<file path="src/rtl/decoder_2_to_4_pipe.sv">
// Registered binary-to-one-hot decoder behind a 2-entry valid/ready buffer.
// Build option: DECODER_2_TO_4_PIPE_HOLD_EN keeps the last lines while idle.
module decoder_2_to_4_pipe #(
  parameter int SEL_W = 2,
  parameter int CNT_W = 8
) (
  input  logic                  clk,
  input  logic                  rst_n,
  input  logic                  in_valid,
  output logic                  in_ready,
  input  logic [SEL_W-1:0]      in_sel,
  input  logic                  in_en,
  output logic                  out_valid,
  input  logic                  out_ready,
  output logic [2**SEL_W-1:0]   out_lines,
  output logic [CNT_W-1:0]      dec_count
);
  localparam int OUT_W = 2**SEL_W;

  typedef enum logic [1:0] {
    EMPTY,
    ONE,
    TWO
  } state_t;

  state_t             state_q, state_d;
  logic [OUT_W-1:0]   head_q, head_d;
  logic [OUT_W-1:0]   skid_q, skid_d;
  logic [OUT_W-1:0]   dec;
  logic [OUT_W-1:0]   idle_lines;
  logic [CNT_W-1:0]   cnt_q;
  logic               rdy_q;
  logic               acc;
  logic               dlv;

  assign dec = in_en ? (OUT_W'(1) << in_sel) : '0;
  assign acc = in_valid & rdy_q;
  assign dlv = (state_q != EMPTY) & out_ready;

`ifdef DECODER_2_TO_4_PIPE_HOLD_EN
  assign idle_lines = head_q;
`else
  assign idle_lines = '0;
`endif

  always_comb begin
    state_d = state_q;
    head_d  = head_q;
    skid_d  = skid_q;
    unique case (state_q)
      EMPTY: begin
        if (acc) begin
          head_d  = dec;
          state_d = ONE;
        end
      end
      ONE: begin
        if (acc && !dlv) begin
          skid_d  = dec;
          state_d = TWO;
        end else if (dlv && !acc) begin
          head_d  = idle_lines;
          state_d = EMPTY;
        end else if (acc && dlv) begin
          head_d  = dec;
        end
      end
      TWO: begin
        // skid entry becomes the new head
        if (dlv) begin
          head_d  = skid_q;
          state_d = ONE;
        end
      end
      default: begin
        state_d = EMPTY;
        head_d  = '0;
      end
    endcase
  end

  always_ff @(posedge clk or negedge rst_n) begin
    if (!rst_n) begin
      state_q <= EMPTY;
      head_q  <= '0;
      skid_q  <= '0;
      rdy_q   <= 1'b1;
      cnt_q   <= '0;
    end else begin
      state_q <= state_d;
      head_q  <= head_d;
      skid_q  <= skid_d;
      rdy_q   <= (state_d != TWO);
      if (dlv && (head_q != '0))
        cnt_q <= cnt_q + CNT_W'(1);
    end
  end

  assign in_ready  = rdy_q;
  assign out_valid = (state_q != EMPTY);
  assign out_lines = head_q;
  assign dec_count = cnt_q;

endmodule

</file>
<file path="config.mk">
export PLATFORM = sky130hd
export DESIGN_NAME = decoder_2_to_4_pipe
export DESIGN_NICKNAME = d
export VERILOG_FILES = /design/src/rtl/decoder_2_to_4_pipe.sv
export SDC_FILE = /design/constraint.sdc
export NUM_CORES = 1
export LEC_CHECK = 0
export ABC_CLOCK_PERIOD_IN_PS = 1400
export CORE_MARGIN = 3
export CORE_UTILIZATION = 43
export DETAILED_ROUTE_END_ITERATION = 8
export HOLD_SLACK_MARGIN = 0.1
export PLACE_DENSITY_LB_ADDON = 0.08
export SLEW_MARGIN = 20
export SYNTH_ARGS = -nofsm -noshare
export SYNTH_HDL_FRONTEND = slang
export SYNTH_SLANG_ARGS = --single-unit
</file>
<file path="constraint.sdc">
create_clock -name clk -period 1.4 [get_ports clk]
set_input_delay 0.21 -clock clk [delete_from_list [all_inputs] [get_ports clk]]
set_output_delay 0.21 -clock clk [all_outputs]
set_load 0.01 [all_outputs]
</file>
==> results.sh, run 1 <==
export IMPL_synth_compound_area_share_pct=15.6
export IMPL_layout_common_cells="buf_4, dfrtp_1, dlygate4sd2_1"
export IMPL_core_mm2=0.00200
export IMPL_cpLargestDelayFamily="simple AND/OR/NAND/NOR gates"
export IMPL_synth_warnings=0
export IMPL_die_w_um=52.3
export IMPL_slowest_stage="or4_4"
export IMPL_reg2reg_from="out_lines[2]"
export IMPL_multiInputGateArea_um2=497
export IMPL_initial_core_util_pct=46.1
export IMPL_gp_congestion=0.769
export IMPL_crit_required_ps=1590
export IMPL_vias=827
export IMPL_cts_sinks=19
export IMPL_via_per_inst=5.14
export IMPL_seq_area_um2=478
export IMPL_fin_crit_sh_pct=111
export IMPL_wl_per_cell_um=13.5
export IMPL_rsz0062_at_grt="yes"
export IMPL_yosysUniqueCellTypes=33
export IMPL_grt_pass1_vias=832
export IMPL_drt_iter0_markers=11
export IMPL_status="finished, violations left"
export IMPL_n_fill_cell=160
export IMPL_synth_nets=91
export IMPL_row_count=16
export IMPL_synth_mux_area_share_pct=5.28
export IMPL_start_kind="register"
export IMPL_grt_start_max_net_pins=20
export IMPL_synth_top_area_share_pct=48.8
export IMPL_synth_top_family_by_area="simple AND/OR/NAND/NOR gates"
export IMPL_synth_cells=83
export IMPL_area_growth_pct=57.3
export IMPL_rr_endpoint="dec_count[1]"
export IMPL_p_leak_nw=0.762
export IMPL_die_h_um=52.3
export IMPL_worstSetupPathType="reg -> reg"
export IMPL_synth_edf_count=0
export IMPL_ios=21
export IMPL_fmax_mhz=641
export IMPL_worst_slack_ps=-159
export IMPL_violations="negative setup slack"
export IMPL_layoutNonFillerInstCount=161
export IMPL_synthArstFlopShare_pct=100
export IMPL_avgSynthCellArea_um2=11.1
export IMPL_nNetsFinal=143
export IMPL_diodes=0
export IMPL_hold_viol=0
export IMPL_worst_slew_pin_slew_ps=257
export IMPL_power_density_mw_per_mm2=1570
export IMPL_synth_top_area_cell="dfrtp_1"
export IMPL_clkTransAtPathRegs_ps=110
export IMPL_drv_cap=0
export IMPL_port_buffers=20
export IMPL_max_vdd_ir_drop_mv=1.06
export IMPL_dp_hpwl_um=1450
export IMPL_hold_class="in -> async"
export IMPL_cts_max_level=1
export IMPL_tritoncts="done"
export IMPL_path_cells="or4_4, and3_4, mux2_4"
export IMPL_r2r_setup_slack_ps=-160
export IMPL_synth_xor_area_share_pct=6.64
export IMPL_arrival_ps=1750
export IMPL_final_common_cell="buf_4"
export IMPL_die_area_mm2=0.00274
export IMPL_skew_ps=7.71
export IMPL_period_needed_ps=1560
export IMPL_numCtsBuffers=3
export IMPL_worst_skew_pair_late_latency_ps=300
export IMPL_grt_overflow_total=0
export IMPL_drive_gt1_share_pct=42.5
export IMPL_dpl_cell_count=145
export IMPL_maxSlewViolCount=0
export IMPL_antenna_found_initial=0
export IMPL_ant_nets=0
export IMPL_ys_top_cells_by_area="dfrtp_1, a22o_1, xor2_1"
export IMPL_drt_pass1_iterations=4
export IMPL_cts_root_buffer="clkbuf_4"
export IMPL_dpl_worst_slack_ps=-244
export IMPL_cp_max_fo=4
export IMPL_synth_area_um2=923
export IMPL_drc=0
export IMPL_clock_path_buffers=2
export IMPL_postCtsHoldBufs=0
export IMPL_grt_use_total_pct=17.7
export IMPL_reg2reg_depth=3
export IMPL_cp_buffers_inverters=0
export IMPL_grt_pass1_wl_um=3570
export IMPL_cpPeakStageDelay_ps=570
export IMPL_finalSetupTns_ps=-359
export IMPL_synthAdderAreaFrac_pct=1.36
export IMPL_routed_wl_um=2170
export IMPL_crit_cells=3
export IMPL_finalSetupViolCount=4
export IMPL_ys_seq_area_share_pct=51.6
export IMPL_slew_limit_headroom_pct=82.8
export IMPL_yosys_register_bits=19
export IMPL_synthFlopType="dfrtp_1"
export IMPL_crit_path_end_kind="register"
export IMPL_synthSimpleGateAreaFrac_pct=17.1
==> flip-flops by register name, indices dropped and copies added, names as in the netlist <==
name and flops:
skid_q 4, dec_count 8, out_lines 4, in_ready 1, state_q 2
==> area by class of cell <==
| cell class | count | area share (%) |
|---|---|---|
| timing repair buffer | 50 | 28.3 |
| sequential | 19 | 32.9 |
| inverter | 2 | 0.517 |
| clock buffer | 4 | 1.81 |
| tap | 27 | 2.33 |
| multi-input combinational | 59 | 34.2 |
==> routing by layer <==
metal / vias up / wire [um] / track usage [%]
met1: 399 / 914 / 21.0
met5: - / 0 / 0
met2: 18 / 1110 / 30.8
li1: 404 / - / -
met4: 0 / 42 / 8.94
met3: 6 / 108 / 2.56
==> report_power, final <==
| group | internal [mW] | total (mW) | switching, mW |
|---|---|---|---|
| combinational | 0.685 | 1.21 | 0.525 |
| sequential | 0.701 | 0.786 | 0.0846 |
| clock | 0.111 | 0.283 | 0.172 |
| total | 1.50 | 2.28 | 0.781 |
==> cell usage after synthesis, drive strengths merged, types with 3 or more instances <==
master  number
nand2        6
a22o         7
nand4        4
nor2         6
xor2         4
mux2         4
dfrtp       18
buf          3
xnor2        3
==> per-stage QoR <==
step | instance area (um2) | total power [mW] | utilization [%] | hold WS (ps)
CTS | 1370 | 2.13 | 68.2 | 233
global placement | 1280 | 1.78 | 63.8 | 474
global route | 1450 | 2.43 | 72.6 | 260
detailed placement | 1280 | 1.81 | 63.8 | 489
finish | 1450 | 2.28 | 72.6 | 230
floorplan | 923 | 1.29 | - | -85.6
==> worst max path at each step <==
| stage | startpoint | to |
|---|---|---|
| 4_1_cts | out_lines[2] | dec_count[1] |
| 6_report | out_lines[2] | dec_count[1] |
| 3_5_place_dp | in_valid | out_lines[1] |
| 2_1_floorplan | out_lines[2] | dec_count[1] |
| 5_1_grt | out_lines[2] | dec_count[1] |
| 3_3_place_gp | in_valid | out_lines[1] |
==> kinds of logic (layout without fill, tap and decap cells) <==
group,Yosys count,after routing
AO/OA/AOI/OAI,19,19
XOR/XNOR,7,7
adder cells (fa/ha/maj),1,1
buffers and inverters,5,56
flip-flops,19,19
multiplexers,4,4
AND/OR/NAND/NOR,28,28
==> timing repair <==
item	in CTS	in global routing
endpoints found under the setup margin	21	16
pin swaps	0	2
resized for setup	22	24
setup buffers	9	5
(Power assumes the default switching activity.)
==> run 2: changes to the inputs <==
--- a/config.mk
+++ b/config.mk
@@ -7,3 +7,2 @@
 export LEC_CHECK = 0
-export ABC_CLOCK_PERIOD_IN_PS = 1400
 export CORE_MARGIN = 3
--- a/constraint.sdc
+++ b/constraint.sdc
@@ -3,2 +3,2 @@
 set_output_delay 0.21 -clock clk [all_outputs]
-set_load 0.01 [all_outputs]
+set_load 0.005 [all_outputs]
==> results.sh, run 2 (synthesized netlist as in run 1, its figures left out) <==
export IMPL_diodes=0
export IMPL_worst_skew_pair_late_latency_ps=300
export IMPL_final_common_cell="buf_4"
export IMPL_worst_slew_pin_slew_ps=323
export IMPL_multiInputGateArea_um2=533
export IMPL_crit_path_end_kind="register"
export IMPL_numCtsBuffers=3
export IMPL_seq_area_um2=477
export IMPL_port_buffers=20
export IMPL_r2r_setup_slack_ps=-130
export IMPL_finalSetupTns_ps=-440
export IMPL_via_per_inst=5.25
export IMPL_rsz0062_at_grt="yes"
export IMPL_worstSetupPathType="reg -> reg"
export IMPL_drt_iter0_markers=4
export IMPL_violations="negative setup slack"
export IMPL_maxSlewViolCount=0
export IMPL_area_growth_pct=66.8
export IMPL_cts_sinks=19
export IMPL_status="finished, violations left"
export IMPL_max_vdd_ir_drop_mv=1.09
export IMPL_post_route_util_pct=76.9
export IMPL_core_mm2=0.00200
export IMPL_n_fill_cell=142
export IMPL_nNetsFinal=143
export IMPL_worst_slack_ps=-131
export IMPL_vias=845
export IMPL_skew_ps=4.52
export IMPL_die_w_um=52.3
export IMPL_routed_wl_um=2310
export IMPL_gp_congestion=0.789
export IMPL_tritoncts="done"
export IMPL_cts_max_level=1
export IMPL_grt_use_total_pct=16.7
export IMPL_p_leak_nw=0.861
export IMPL_reg2reg_from="out_lines[2]"
export IMPL_antenna_found_initial=0
export IMPL_slew_limit_headroom_pct=78.4
export IMPL_power_density_mw_per_mm2=1510
export IMPL_clock_path_buffers=2
export IMPL_fin_crit_sh_pct=109
export IMPL_hold_class="in -> async"
export IMPL_die_h_um=52.3
export IMPL_crit_required_ps=1600
export IMPL_largest_reg_flops=8
export IMPL_drt_pass1_iterations=3
export IMPL_die_area_mm2=0.00274
export IMPL_grt_start_max_net_pins=20
export IMPL_ant_nets=0
export IMPL_rr_endpoint="dec_count[1]"
export IMPL_grt_overflow_total=0
export IMPL_drc=0
export IMPL_layout_common_cells="buf_4, dfrtp_1, dlymetal6s2s_1"
export IMPL_cp_max_fo=4
export IMPL_drv_cap=0
export IMPL_cts_root_buffer="clkbuf_4"
export IMPL_whs_ps=227
export IMPL_dp_hpwl_um=1340
export IMPL_reg2reg_depth=3
export IMPL_grt_pass1_vias=801
export IMPL_row_count=16
export IMPL_period_needed_ps=1530
export IMPL_ios=21
export IMPL_finalSetupViolCount=7
export IMPL_wl_per_cell_um=14.3
export IMPL_clkTransAtPathRegs_ps=110
export IMPL_fmax_mhz=653
export IMPL_hold_viol=0
export IMPL_grt_pass1_wl_um=3350
export IMPL_start_kind="register"
export IMPL_arrival_ps=1730
export IMPL_drive_gt1_share_pct=42.5
export IMPL_initial_core_util_pct=46.1
==> run 2: cell types whose count changed in the layout (fill, tap and decap cells not counted), moves of 3 or more <==
cell	change
buf_6	+3
buf_4	-4
dlymetal6s2s_1	+7
dlygate4sd2_1	-6
==> run 2: per-stage QoR <==
stage,cells,setup WS (ps),power (mW),instance area (um2)
CTS,158,-134,2.15,1410
finish,161,-131,2.33,1540
floorplan,83,-132,1.25,923
global route,161,-171,2.48,1540
global placement,141,-258,1.68,1250
detailed placement,141,-305,1.70,1250
==> run 2: worst max path at each step <==
stage	slack, ps	from	to
3_3_place_gp	-260	in_valid	out_lines[1]
2_1_floorplan	-130	out_lines[1]	dec_count[1]
5_1_grt	-170	out_lines[2]	dec_count[1]
3_5_place_dp	-310	in_valid	out_lines[1]
4_1_cts	-130	out_lines[2]	dec_count[1]
6_report	-130	out_lines[2]	dec_count[1]
==> run 2: what timing repair did <==
item	4_1_cts	5_1_grt
hold buffers	0	0
pin swaps	4	10
resized for setup	20	34
setup endpoints to repair	25	26
setup buffers	13	6
==> run 2: per-layer routing <==
metal / global-route usage [%] / share of wire (%) / wire length, um / vias to the layer above
met2: 29.3 / 54 / 1250 / 17
met1: 18.1 / 40 / 924 / 414
met3: 4.27 / 4.4 / 102 / 5
met4: 8.94 / 1.6 / 36 / 0
li1: - / - / - / 409
met5: 0 / 0 / 0 / -
==> run 2: area by class of cell <==
class	instances	share of cell area [%]
clock inverters	1	0.325
well taps	27	2.19
multi-input cells	59	34.6
inverters	2	0.650
flip-flops and latches	19	31.0
clock buffers	3	1.46
repair buffers	50	29.8
==> run 2: critical path, stage by stage, from the launching register on <==
cell and delay, ps:
dfrtp_1 390, or4_4 560, and3_4 190, mux2_4 290
==> run 2: report_power, final <==
part           switching (mW)  leakage (nW)  internal, mW
clock                   0.178        0.0177         0.107
sequential             0.0793         0.250         0.698
combinational           0.528         0.594         0.742
